`src/rtl/control_unit_pkg.sv`:
```
// Shared definitions for the microprogrammed control unit: microword layout,
// sequencing/condition encodings, fixed microcode addresses and control constants.
package control_unit_pkg;

  localparam int unsigned CtrlWidth = 21;
  localparam int unsigned SeqWidth  = 2;
  localparam int unsigned CondWidth = 3;
  localparam int unsigned AddrWidth = 7;
  localparam int unsigned WordWidth = CtrlWidth + SeqWidth + CondWidth + AddrWidth;

  typedef enum logic [SeqWidth-1:0] {
    SeqNext     = 2'b00,
    SeqBranch   = 2'b01,
    SeqDispatch = 2'b10,
    SeqEnd      = 2'b11
  } seq_e;

  typedef enum logic [CondWidth-1:0] {
    CondAlways = 3'b000,
    CondZ      = 3'b001,
    CondN      = 3'b010,
    CondC      = 3'b011,
    CondP      = 3'b100,
    CondNotZ   = 3'b101,
    CondInt    = 3'b110,
    CondNever  = 3'b111
  } cond_e;

  typedef struct packed {
    logic [CtrlWidth-1:0] ctrl;
    seq_e                 seq;
    cond_e                cond;
    logic [AddrWidth-1:0] target;
  } uword_t;

  localparam logic [AddrWidth-1:0] FetchAddr    = 7'd0;
  localparam logic [AddrWidth-1:0] DecodeAddr   = 7'd1;
  localparam logic [AddrWidth-1:0] IntAddr      = 7'd4;
  localparam logic [AddrWidth-1:0] IntEndAddr   = 7'd5;
  localparam logic [AddrWidth-1:0] DispatchBase = 7'd8;
  localparam logic [AddrWidth-1:0] DispatchLast = 7'd71;

  localparam logic [CtrlWidth-1:0] CtrlFetch   = 21'h000001;
  localparam logic [CtrlWidth-1:0] CtrlDecode  = 21'h000002;
  localparam logic [CtrlWidth-1:0] CtrlIntBody = 21'h040000;
  localparam logic [CtrlWidth-1:0] CtrlIntEnd  = 21'h020000;
  localparam logic [CtrlWidth-1:0] CtrlOpFirst = 21'h100000;
  localparam logic [CtrlWidth-1:0] CtrlOpLast  = 21'h080000;

endpackage

```
`src/rtl/control_rom.sv`:
```
// 128-word microcode ROM built as a combinational case table.
module control_rom
  import control_unit_pkg::*;
(
  input  logic [AddrWidth-1:0] addr_i,
  output logic [WordWidth-1:0] word_o
);

  uword_t     w;
  logic [4:0] k;

  always_comb begin
    w = '{ctrl: '0, seq: SeqEnd, cond: CondNever, target: '0};
    k = 5'((addr_i - DispatchBase) >> 1);

    if (addr_i == FetchAddr) begin
      w.ctrl = CtrlFetch;
      w.seq  = SeqNext;
    end else if (addr_i == DecodeAddr) begin
      w.ctrl = CtrlDecode;
      w.seq  = SeqDispatch;
    end else if (addr_i == IntAddr) begin
      w.ctrl = CtrlIntBody;
      w.seq  = SeqNext;
    end else if (addr_i == IntEndAddr) begin
      w.ctrl = CtrlIntEnd;
      w.seq  = SeqEnd;
    end else if (addr_i >= DispatchBase && addr_i <= DispatchLast) begin
      if (!addr_i[0]) begin
        w.ctrl = CtrlOpFirst | CtrlWidth'(k);
        w.seq  = SeqNext;
        // Conditional opcodes: a true flag jumps back to fetch, skipping the second word
        case (k)
          5'd16: begin w.seq = SeqBranch; w.cond = CondZ; w.target = FetchAddr; end
          5'd17: begin w.seq = SeqBranch; w.cond = CondN; w.target = FetchAddr; end
          5'd18: begin w.seq = SeqBranch; w.cond = CondC; w.target = FetchAddr; end
          5'd19: begin w.seq = SeqBranch; w.cond = CondP; w.target = FetchAddr; end
          default: ;
        endcase
      end else begin
        w.ctrl = CtrlOpLast | CtrlWidth'(k);
        w.seq  = SeqEnd;
      end
    end
  end

  assign word_o = w;

endmodule

```
`src/rtl/control_unit.sv`:
```
// Microsequencer: holds the micro-PC and picks the next address from the
// current microword's seq/cond fields, the ALU flags, opcode and interrupt.
module control_unit
  import control_unit_pkg::*;
#(
  parameter int unsigned MAX_WIDTH = 21
) (
  input  logic                 clk,
  input  logic                 rst,
  input  logic                 intr,  // interrupt request
  input  logic                 Z,
  input  logic                 N,
  input  logic                 C,
  input  logic                 P,
  input  logic [4:0]           opcode,
  output logic [MAX_WIDTH-1:0] uinstruction
);

  logic [AddrWidth-1:0] upc_q = FetchAddr;
  logic [AddrWidth-1:0] upc_d;
  logic [WordWidth-1:0] rom_word;
  uword_t               word;
  logic                 cond_true;

  control_rom u_rom (
    .addr_i (upc_q),
    .word_o (rom_word)
  );

  assign word         = uword_t'(rom_word);
  assign uinstruction = MAX_WIDTH'(word.ctrl);

  always_comb begin
    cond_true = 1'b0;
    unique case (word.cond)
      CondAlways: cond_true = 1'b1;
      CondZ:      cond_true = Z;
      CondN:      cond_true = N;
      CondC:      cond_true = C;
      CondP:      cond_true = P;
      CondNotZ:   cond_true = ~Z;
      CondInt:    cond_true = intr;
      CondNever:  cond_true = 1'b0;
    endcase
  end

  always_comb begin
    upc_d = upc_q + 7'd1;
    unique case (word.seq)
      SeqNext:     upc_d = upc_q + 7'd1;
      SeqBranch:   upc_d = cond_true ? word.target : upc_q + 7'd1;
      SeqDispatch: upc_d = DispatchBase + {1'b0, opcode, 1'b0};
      SeqEnd:      upc_d = intr ? IntAddr : FetchAddr;
    endcase
  end

  always_ff @(posedge clk) begin
    if (rst) upc_q <= FetchAddr;
    else     upc_q <= upc_d;
  end

endmodule

```
`config.mk`:
```
export PLATFORM = sky130hd
export DESIGN_NAME = control_unit
export DESIGN_NICKNAME = d
export VERILOG_FILES = /design/src/rtl/control_unit_pkg.sv /design/src/rtl/control_rom.sv /design/src/rtl/control_unit.sv
export SDC_FILE = /design/constraint.sdc
export NUM_CORES = 1
export LEC_CHECK = 0
export CORE_MARGIN = 4
export CORE_UTILIZATION = 38
export DETAILED_ROUTE_END_ITERATION = 10
export GPL_ROUTABILITY_DRIVEN = 1
export GPL_TIMING_DRIVEN = 0
export HOLD_SLACK_MARGIN = 0.15
export PLACE_DENSITY = 0.75
export SETUP_SLACK_MARGIN = 0.05
export SYNTH_ARGS = -nofsm -noshare
export SYNTH_HDL_FRONTEND = slang
export SYNTH_SLANG_ARGS = --single-unit
```
`constraint.sdc`:
```
create_clock -name clk -period 1.8 [get_ports clk]
set_clock_uncertainty 0.15 [all_clocks]
set_input_delay 0.18 -clock clk [delete_from_list [all_inputs] [get_ports clk]]
set_output_delay 0.18 -clock clk [all_outputs]
set_load 0.01 [all_outputs]
```
**Word-level counts from Yosys, hierarchy flattened**

Cells that the tools add are included.

- Add/sub/neg operators: 3
- Magnitude comparators: 2
- Eq/ne operators: 17
- Mux-type cells: 16
- Bitwise operators: 1
- Reduce and logical (&&, ||, !) cells: 4

Operators with widths:

| kind | number |
|---|---|
| $mux W23 | 5 |
| $mux W10 | 5 |
| $pmux W11 S4 | 1 |
| $mux W33 | 1 |
| $pmux W7 S4 | 1 |
| $eq A5 B5 Y1 const B | 4 |
| $eq A7 B3 Y1 const B | 2 |
| $eq A3 B3 Y1 const B | 4 |
| $pmux W1 S8 | 1 |
| $add A4 B6 Y7 const A | 1 |
| $add A7 B1 Y7 const B | 1 |
| $eq A7 B1 Y1 const B | 1 |
| $ge A7 B4 Y1 const B | 1 |
| $le A7 B7 Y1 const B | 1 |
| $logic_not A7 Y1 | 1 |
| $mux W7 | 1 |
| $eq A3 B2 Y1 const B | 2 |
| $sub A6 B4 Y6 const B | 1 |
| $eq A2 B2 Y1 const B | 2 |
| $eq A3 B1 Y1 const B | 1 |
| $logic_not A3 Y1 | 1 |
| $mux W3 | 1 |
| $eq A2 B1 Y1 const B | 1 |
| $logic_not A2 Y1 | 1 |
| other kinds (2) | 2 |

- Register bits: 7
- Bits of input ports: 12
- Output and inout bits: 21
- Word-level logic and storage cells: 44

**Longest topological paths before layout**

- Depth after elaboration: 13
- Gate-level depth with buffers: 8
- Mapped depth without buffers: 7

**By module**

From an unflattened synthesis, not the netlist that was laid out.

- Cells, all modules: 134
- Area, all modules: 1053.5 um^2

By module, submodules not included:

| module | times used | cells each | area an instance (um^2) | seq. area each (um^2) |
|---|---|---|---|---|
| control_unit | 1 | 66 | 565.5 | 140.1 |
| control_rom | 1 | 68 | 488.0 | 0.0 |

**Worst setup path before layout**

Ideal clock, no wire load.

- Kind: reg2out
- Start: reg upc_q[3]
- End: out uinstruction[0]
- Data arrival time: 1.706 ns
- Data required time: 1.470 ns
- Slack: -0.236 ns
- Stages on the path, launching flop included: 9
- Path buffers: 1
- Cells stage by stage: dfxtp_1 inv_1 ha_1 and4_1 o221ai_1 and3_1 buf_2 nand2_1 o21ai_0

- Longest elaborated chain between the ends: 7
- Elaborated cells between the ends (all ways): 12
- Those cells by class: 2 x order compare; 3 x eq/ne; 5 x mux; 2 x reduce/logical

Ends and longest elaborated chain:

| element | line | text |
|---|---|---|
| start: declaration | control_unit.sv:19 | `logic [AddrWidth-1:0] upc_q = FetchAddr;` |
| start signal: assignment | control_unit.sv:58 | `if (rst) upc_q <= FetchAddr;` |
| start signal: assignment | control_unit.sv:59 | `else upc_q <= upc_d;` |
| $ge A7 B4 Y1 or $le A7 B7 Y1 (tied branches) | control_rom.sv:28 | `end else if (addr_i >= DispatchBase && addr_i <= DispatchLast) begin` |
| $logic_and A1 B1 Y1 | control_rom.sv:28 |  |
| $mux W33 | control_rom.sv:28 |  |
| $mux W23 | control_rom.sv:25 | `end else if (addr_i == IntEndAddr) begin` |
| $mux W23 | control_rom.sv:22 | `end else if (addr_i == IntAddr) begin` |
| $mux W23 | control_rom.sv:19 | `end else if (addr_i == DecodeAddr) begin` |
| $mux W23 (*) | control_rom.sv:16 | `if (addr_i == FetchAddr) begin` |
| end: declaration | control_unit.sv:16 | `output logic [MAX_WIDTH-1:0] uinstruction` |

Every way passes the cells marked *; elsewhere a longest branch is shown, timed or not.

**Worst setup path after layout**

- Start: reg upc_q[0]
- End: out uinstruction[0]

- Longest elaborated chain between the ends: 7
- Elaborated cells between the ends (all ways): 14
- Those cells by class: 1 x add/sub; 2 x order compare; 3 x eq/ne; 6 x mux; 2 x reduce/logical

Ends and longest elaborated chain:

| element | line | text |
|---|---|---|
| $sub A6 B4 Y6, or another cell as far along | control_rom.sv:14 | `k = 5'((addr_i - DispatchBase) >> 1);` |
| $mux W23 or $logic_and A1 B1 Y1 (tied branches) | control_rom.sv:29, control_rom.sv:28 |  |
| $mux W33 | control_rom.sv:28 |  |
| $mux W23 | control_rom.sv:25 |  |
| $mux W23 | control_rom.sv:22 |  |
| $mux W23 | control_rom.sv:19 |  |
| $mux W23 (*) | control_rom.sv:16 |  |

Marked as above.

==> summary.txt <==
Status
  – Status: finished, violations left
  – Failing checks: setup timing

Clocking
  – Clk sinks: 7
  – Clk Tree Root Cell: clkbuf_4
  – CTS tree: yes
  – Worst skew pair latency: about 0.26 ns
  – Clock buffer count from CTS: 3
  – Clock slew at reported path FFs: 0.06 ns
  – Max Buffers Root-to-Sink: 2
  – H-tree depth: 1

Power
  – Clock power share: 6.1%
  – Power Dens Cells: between 1500 and 2000 nW/µm²
  – IR Drop Worst-Case VDD: 1004 µV
  – Lkg Pwr: 0.6537 nW
  – Net Switching: 1.194 mW
  – Sequential share of power: 12.6%
  – Pint: about 1.3 mW
  – Total power: between 2 and 3 mW
  – Combinational share of power: 81.2%
  – Switch share: between 40% and 50%

Synthesis
  – Largest area contributor in the netlist: dfxtp_1
  – Sequential-to-total area share from yosys stat: between 10% and 20%
  – Mapped Area: 818.3 µm²
  – Avg Synthesized Cell Area: 7.793 µm²
  – Seq cells post-synth: 7
  – Cells after Synth: approximately 110
  – Warnings, synthesis: 0
  – Cell variety after synth: 36
  – Share of the synthesized area in the top cell type: 17.13%
  – Top area cells in the synthesized netlist: dfxtp_1 17%, ha_1 12%, buf_4 11%

Detailed routing
  – WL/cell: 18.63 µm
  – Routed WL: 3.483 mm
  – Via count: 1043
  – DR vias/cell: about 5.6
  – Remaining DRCs: 0
  – Initial DRC Count: 35
  – Iteration count of the initial detailed-routing pass: 4
  – Post-route ant nets: 0

Critical path
  – Critical Path, Cell by Cell: ha_4 -> nand4bb_4 -> o221ai_2 -> and3_4 -> buf_8 -> nand2_8 -> o21ai_4 -> buf_6
  – Critical Path RT: 1.47 ns
  – Worst Setup End Kind: output port
  – Crit start category: register
  – R2R depth: 9
  – Worst Path Max Fanout: 5
  – CP Class: register to output port
  – Reg-to-Reg End: upc_q[4]
  – Critical path's slowest cell: dfxtp_4
  – Data arrival time of the critical path: 1.89 ns
  – CP max stage delay: 0.40 ns
  – Reg2reg start: upc_q[1]
  – Reg2reg setup slack: -0.29 ns

Floorplanning
  – Core Area: between 2000 and 2500 µm²
  – Die Wd: 54.41 µm
  – I/O Pins: 33
  – Die Height: between 50 and 60 µm
  – Die area: 2960 µm²
  – Row count: 16
  – Initial Utilization: 40.88%

STA
  – Final period util: 123.4%
  – Fmax: 450.0 MHz
  – RSZ-0062 raised after global routing: true
  – Max Slew Vio Count: 0
  – Final setup viols: 16
  – Fin. Hold Viols: 0
  – TNS Setup: -3.630 ns
  – Final worst slack: -0.4220 ns
  – Min cycle time layout: approximately 2.2 ns

Placed design
  – Port bufs: 20
  – HPWL Detailed: between 1.5 and 2 mm
  – Gpl congestion: 0.9496
  – Dpl cells: about 160

Hold path
  – Hold_sp: upc_q[0]
  – Hold WC Path Type: register to register
  – Hold Crit Depth: 1
  – Worst Hold Path EP: upc_q[0]

Finish
  – Max reg flops: 7
  – Final #Nets: 181
  – Leading cell type in the layout, fill and taps excluded: buf_4
  – Most frequent cells in the layout: 28 x buf_4, 12 x conb_1, 11 x clkdlybuf4s50_1, 8 x buf_6, 6 x nand4_1
  – N_diodes: 0
  – Layout cells sized above 1: 58.75%
  – Final Non-Filler Cells: 187
  – Util after Layout: 80.00%
  – P&R area growth vs syn: 95.72%
  – Top reg by flops: upc_q
  – Biggest regs: upc_q: 7 flops

GRT
  – GRT Total Usage: 21.63%
  – First-pass GRT wire length: 4.512 mm
  – Grt ovf: 0
  – Largest net degree at the start of global routing: 11
  – Vias in the first global route: 948
  – Initial antenna violation count: 0

Flow run
  – Max-cap violation count: 0
-- worst max-delay path by stage --
stage	startpoint	to	slack, ns	cells after the start
finish	upc_q[0]	uinstruction[0]	-0.42	8
global route	upc_q[5]	uinstruction[0]	-0.49	8
CTS	upc_q[1]	uinstruction[1]	-0.36	8
detailed placement	upc_q[1]	uinstruction[0]	-0.71	8
global placement	upc_q[1]	uinstruction[0]	-0.71	8
floorplan	upc_q[3]	uinstruction[0]	0.05	8
-- power by group through the flow --
stage | clock network [mW] | registers (mW) | logic [mW]
5_1_grt | 0.163 | 0.318 | 2.13
2_1_floorplan | 0 | 0.254 | 0.820
6_report | 0.154 | 0.316 | 2.03
3_5_place_dp | 0 | 0.277 | 1.14
3_3_place_gp | 0 | 0.277 | 1.12
4_1_cts | 0.152 | 0.303 | 1.52
-- worst max-delay path, delay by kind of cell (launching register included) --
family / cells / cell delay [ns]
AO/OA/AOI/OAI: 2 / 0.41
buffers and inverters: 2 / 0.24
adder cells (fa/ha/maj): 1 / 0.16
flip-flops: 1 / 0.40
AND/OR/NAND/NOR: 3 / 0.42
-- routing by layer --
metal | track usage, % | wire, µm | up-vias
met1 | 24.47 | 1328 | 493
met4 | 3.734 | 93 | 0
li1 | - | - | 469
met3 | 6.267 | 391 | 12
met2 | 40.04 | 1670 | 69
met5 | 0 | 0 | -
-- through the flow --
| stage | cell area, µm² | setup slack, ns | hold slack [ns] |
|---|---|---|---|
| after floorplan | 942.2 | 0.05061 | 0.08936 |
| after global placement | 1176 | -0.7115 | 0.3404 |
| after detailed placement | 1176 | -0.7103 | 0.3359 |
| after CTS | 1430 | -0.3629 | 0.3565 |
| after global routing | 1602 | -0.4945 | 0.3651 |
| final | 1602 | -0.4220 | 0.3613 |
-- final cells by class --
type                            count  area [µm²]
Timing Repair Buffer               41       374.1
Sequential cell                     7       158.9
Fill cell                         114       400.4
Inverter                            4       37.54
Multi-Input combinational cell     88       824.5
Tap cell                           27       33.78
Clock buffer                        4       26.28
Buffer                             16       146.4
-- timing repair --
action | CTS | global route
gates resized for setup | 74 | 24
hold buffers | 0 | 0
buffers inserted | 14 | 8
endpoints found under the setup margin | 16 | 16
pin swaps | 16 | 10
-- Yosys cell counts (all sizes together) --
cell type  number
dfxtp           7
nand4b          1
ha              8
clkbuf          1
xnor2           3
nor2           12
xor2            3
nor3            3
nand2b          3
o211ai          1
a311o           1
nand3           6
buf            16
and4            2
nor2b           1
or3b            1
o32ai           1
o22ai           1
inv             4
and3            3
a32oi           1
nand2           4
o21ai           2
mux4            1
o221ai          1
nand4           6
conb            1
a21oi           5
a31oi           2
and2            2
a211oi          1
nand4bb         1
-- kinds of logic after synthesis --
kind of cell | share of synthesized area (%)
AND/OR/NAND/NOR | 31.19
multiplexers | 2.752
AO/OA/AOI/OAI | 14.07
flip-flops | 17.12
other | 0.4583
buffers and inverters | 15.75
adder cells (fa/ha/maj) | 12.23
XOR/XNOR | 6.423
Power figures use the tool's default switching activity.
==> RTL edit 1 (same flow settings) <==
Put a register stage on the output `uinstruction`, with the module's reset. The value now appears one clock later.
--- a/src/rtl/control_unit.sv
+++ b/src/rtl/control_unit.sv
@@ -30,3 +30,9 @@
   assign word         = uword_t'(rom_word);
-  assign uinstruction = MAX_WIDTH'(word.ctrl);
+  always_ff @(posedge clk) begin
+    if (rst) begin
+      uinstruction <= '0;
+    end else begin
+      uinstruction <= MAX_WIDTH'(word.ctrl);
+    end
+  end
 
Formal check against the unedited RTL: not equivalent (a bounded check fails within 4 cycles, from zero or initial values and one cycle with rst high).
==> RTL edit 1 against the original RTL <==
  * Setup slack improved by 0.39 ns
  * Area after synthesis up 22%
  * Non-clock buffer count down 15
  * The flow still finishes with violations (negative setup slack)
  * Sequential power grew 68%
  * Wire length down 34%
  * Clock power is 62% higher
  * Sequential cell count increased by 9
  * Final cell count down 4.3%
  * Critical endpoint is now upc_q[6]
  * Power shrank 24%
  * Register-to-register slack better by 0.25 ns
  * Final area decreased by 7.6%
==> RTL edit 1: results (changes against the original RTL) <==
Detailed routing
  • DR WL/cell: 12.8 um (was 18.6 um)
  • Routed wire length: 2290 um (was 3480 um)
  • M1 WL: 936 um (was 1330 um)
  • Iter 0 DRT Violations: 4 (was 35)

Cells and area
  • Non-clk buf share: 0.250 (was 0.325)
  • Multi-input comb cells: 79 (was 88)
  • Biggest regs: uinstruction: 9 flops, upc_q: 7 flops (was upc_q: 7 flops)
  • Buffers, non-clock: 42 (was 57)
  • Multi-input combinational area share: 0.449 (was 0.515)
  • Share of cells above drive strength 1: 0.376 (was 0.588)
  • Area of the multi-input gates: 664 um2 (was 825 um2)
  • Seq/total area: 0.226 (was 0.0992)

Power and ir drop
  • Maximum VDD drop: 0.739 mV (was 1.00 mV)
  • Clock power frac: 0.132 (was 0.061)
  • P_leak: 0.603 nW (was 0.654 nW)

Critical path
  • Crit path max-delay family: compound AO/OA/AOI/OAI gates (was simple AND/OR/NAND/NOR gates)
  • Worst Setup End Kind: flop (was output port)
  • Arrival @ worst endpoint: 1.87 ns (was 1.89 ns)
  • Reg-to-Reg End: upc_q[6] (was upc_q[4])
  • R2R cell count: 7 (was 9)

Place
  • Routability cong.: 0.912 (was 0.950)
  • Hpwl dp: 1610 um (was 1860 um)

Timing
  • Setup ws final: -0.0363 ns (was -0.422 ns)
  • Final setup vio count: 5 (was 16)

Synthesis
  • Synth top area cells: dfxtp_1 (32%), ha_1 (10%), buf_4 (9.0%) (was dfxtp_1 (17%), ha_1 (12%), buf_4 (11%))
  • Seq/Total Area, Yosys: 0.320 (was 0.171)
  • Post-synth cell types: 33 (was 36)
  • Commonest cells post-synth: dfxtp_1 (16), buf_4 (12), nor2_1 (11) (was buf_4 (12), nor2_1 (12), ha_1 (8))

Clocking
  • Worst skew pair latency: 0.30 ns (was 0.26 ns)

Floorplan
  • Core box area: 2500 um2 (was 2000 um2)

GRT
  • Vias in the first global route: 851 (was 948)
  • GRT Resource Usage Total: 0.140 (was 0.216)
  • Met3 usage: 0.0196 (was 0.0627)
  • First-pass GRT wire length: 3700 um (was 4510 um)

Status
  • Failing checks: negative setup slack (unchanged)
  • Outcome: complete, but fails checks (unchanged)
## RTL edit 1: logic make-up (layout without fill, tap and decap cells)
family          count (synthesis)  count (layout)  share of synthesized area
mux                             2               2                     0.0325
buf+inv                        22              54                      0.130
fa+ha+maj                       8               8                     0.0999
flops                          16              16                      0.320
compound gates                 16              16                      0.166
other cells                     1              12                    0.00374
xor+xnor                        7               7                     0.0612
simple gates                   34              34                      0.187
## RTL edit 1: worst min path at each step
stage / start / end / slack [ns] / depth (start not counted)
final: opcode[0] / upc_q[1] / 0.28 / 2
after global routing: opcode[0] / upc_q[1] / 0.28 / 2
after detailed placement: upc_q[3] / uinstruction[2] / 0.35 / 1
after global placement: upc_q[3] / uinstruction[2] / 0.34 / 1
after CTS: opcode[0] / upc_q[1] / 0.28 / 2
after floorplan: rst / uinstruction[0] / 0.10 / 1
## RTL edit 1: what timing repair did
item | CTS | global route
resized for setup | 6 | 11
buffers inserted | 6 | 2
setup endpoints to repair | 14 | 14
pin swaps | 9 | 10
==> RTL edit 2 (same flow settings) <==
Made on the original files. Reset style: asynchronous (`rst`), changed in one clocked block.
--- a/src/rtl/control_unit.sv
+++ b/src/rtl/control_unit.sv
@@ -56,3 +56,3 @@
 
-  always_ff @(posedge clk) begin
+  always_ff @(posedge clk or posedge rst) begin
     if (rst) upc_q <= FetchAddr;
Behaviour: differs if rst is asserted again (counterexample within 4 cycles, from zero or initial values and one cycle with rst high); with rst held inactive, the same outputs for 10 cycles.
==> RTL edit 2 against the original RTL <==
  * The flow still finishes with violations (negative setup slack)
  * Highest routed layer unchanged
  * Final area is 5.8% lower
  * Fmax fell by 2.1%
  * Area after synthesis up 5.5%
  * Combinational power grew 36%
  * Sequential cell count unchanged
  * Wire length down 21%
  * Power rose by 30%
  * Setup slack worse by 0.048 ns
==> RTL edit 2: results (changes against the original RTL) <==
Power and ir drop
  • Maximum VDD drop: 1.29 mV (was 1.00 mV)
  • P_leak: 0.670 nW (was 0.654 nW)

Synthesis
  • Cells after synthesis: 96 (was 105)
  • Post-synth cell types: 38 (was 36)
  • Primary FF master, synth: dfrtp_1 (was dfxtp_1)
  • Seq/Total Area, Yosys: 0.203 (was 0.171)
  • Commonest cells post-synth: buf_4 (12), nor2_1 (10), ha_1 (8) (was buf_4 (12), nor2_1 (12), ha_1 (8))

Place
  • Hpwl dp: 1660 um (was 1860 um)
  • Area after DPL: 1200 um2 (was 1180 um2)
  • Routability cong.: 0.821 (was 0.950)
  • Pre-CTS WS: -0.720 ns (was -0.710 ns)

Timing
  • Hold_ws: 0.370 ns (was 0.361 ns)
  • Final setup vio count: 16 (unchanged)
  • Setup ws final: -0.470 ns (was -0.422 ns)
  • TNS Setup: -5.14 ns (was -3.63 ns)

Detailed routing
  • Met2 routed WL: 1420 um (was 1670 um)
  • M1 WL: 1050 um (was 1330 um)
  • DR WL/cell: 15.1 um (was 18.6 um)
  • Via Count: 882 (was 1,043)
  • Iter 0 DRT Violations: 18 (was 35)
  • Met3 wire len: 192 um (was 391 um)

Critical path
  • Worst path slowest cell: dfrtp_2 (was dfxtp_4)
  • Slowest stage delay, CP: 0.45 ns (was 0.40 ns)

GRT
  • First-pass GRT wire length: 4330 um (was 4510 um)
  • Met3 usage: 0.0325 (was 0.0627)
  • GRT met1 Usage: 0.194 (was 0.245)
  • GRT Resource Usage Total: 0.172 (was 0.216)

Status
  • Outcome: complete, but fails checks (unchanged)
  • Failing checks: negative setup slack (unchanged)

Hold path
  • Hold path start: opcode[0] (was upc_q[0])
  • Hold WC Path Type: input pin to flop (was flop to flop)
  • Hold endpoint: upc_q[1] (was upc_q[0])
## RTL edit 2: worst min-delay path: cells and delay by family
kind	cells	cell delay, ns
buffers and inverters	1	0.40
AO/OA/AOI/OAI	1	0.08
AND/OR/NAND/NOR	1	0.07
## RTL edit 2: power groups by stage
stage	sequential, mW	combinational (mW)	clock [mW]
after floorplan	0.322	1.40	0
after global placement	0.361	1.88	0
after detailed placement	0.365	1.90	0
after CTS	0.337	2.35	0.144
after global routing	0.361	2.94	0.158
final	0.354	2.76	0.145
## RTL edit 2: cells by family (layout without fill, tap and decap cells)
kind of cell    after synthesis  count (layout)  share of synthesized area
simple gates                 36              36                      0.259
flops                         7               7                      0.203
buf+inv                      21              68                      0.161
mux                           1               1                     0.0261
compound gates               15              15                      0.159
other cells                   1              12                    0.00434
xor+xnor                      7               7                     0.0710
fa+ha+maj                     8               8                      0.116
## RTL edit 2: what timing repair did
item                                    4_1_cts  5_1_grt
cloned                                        0        0
gates resized for setup                      51       13
setup buffers                                16        6
endpoints found under the hold margin         7        0
hold buffers                                  1        0
endpoints found under the setup margin       16       16
pin swaps                                     7        4
## RTL edit 2: worst max-delay path by stage
stage,slack (ns),cells past startpoint,start,to
6_report,-0.47,9,upc_q[0],uinstruction[0]
5_1_grt,-0.56,10,upc_q[3],uinstruction[0]
4_1_cts,-0.49,9,upc_q[4],uinstruction[1]
3_5_place_dp,-0.72,9,upc_q[4],uinstruction[0]
3_3_place_gp,-0.67,9,upc_q[4],uinstruction[0]
2_1_floorplan,-0.02,8,upc_q[3],uinstruction[1]
## RTL edit 2: final cells by class
class | instances | area, um2
timing repair buffer | 43 | 359
fill | 132 | 553
inverter | 7 | 38.8
tap | 27 | 33.8
multi-input combinational | 79 | 753
sequential | 7 | 181
clock buffer | 4 | 26.3
buffer | 14 | 116
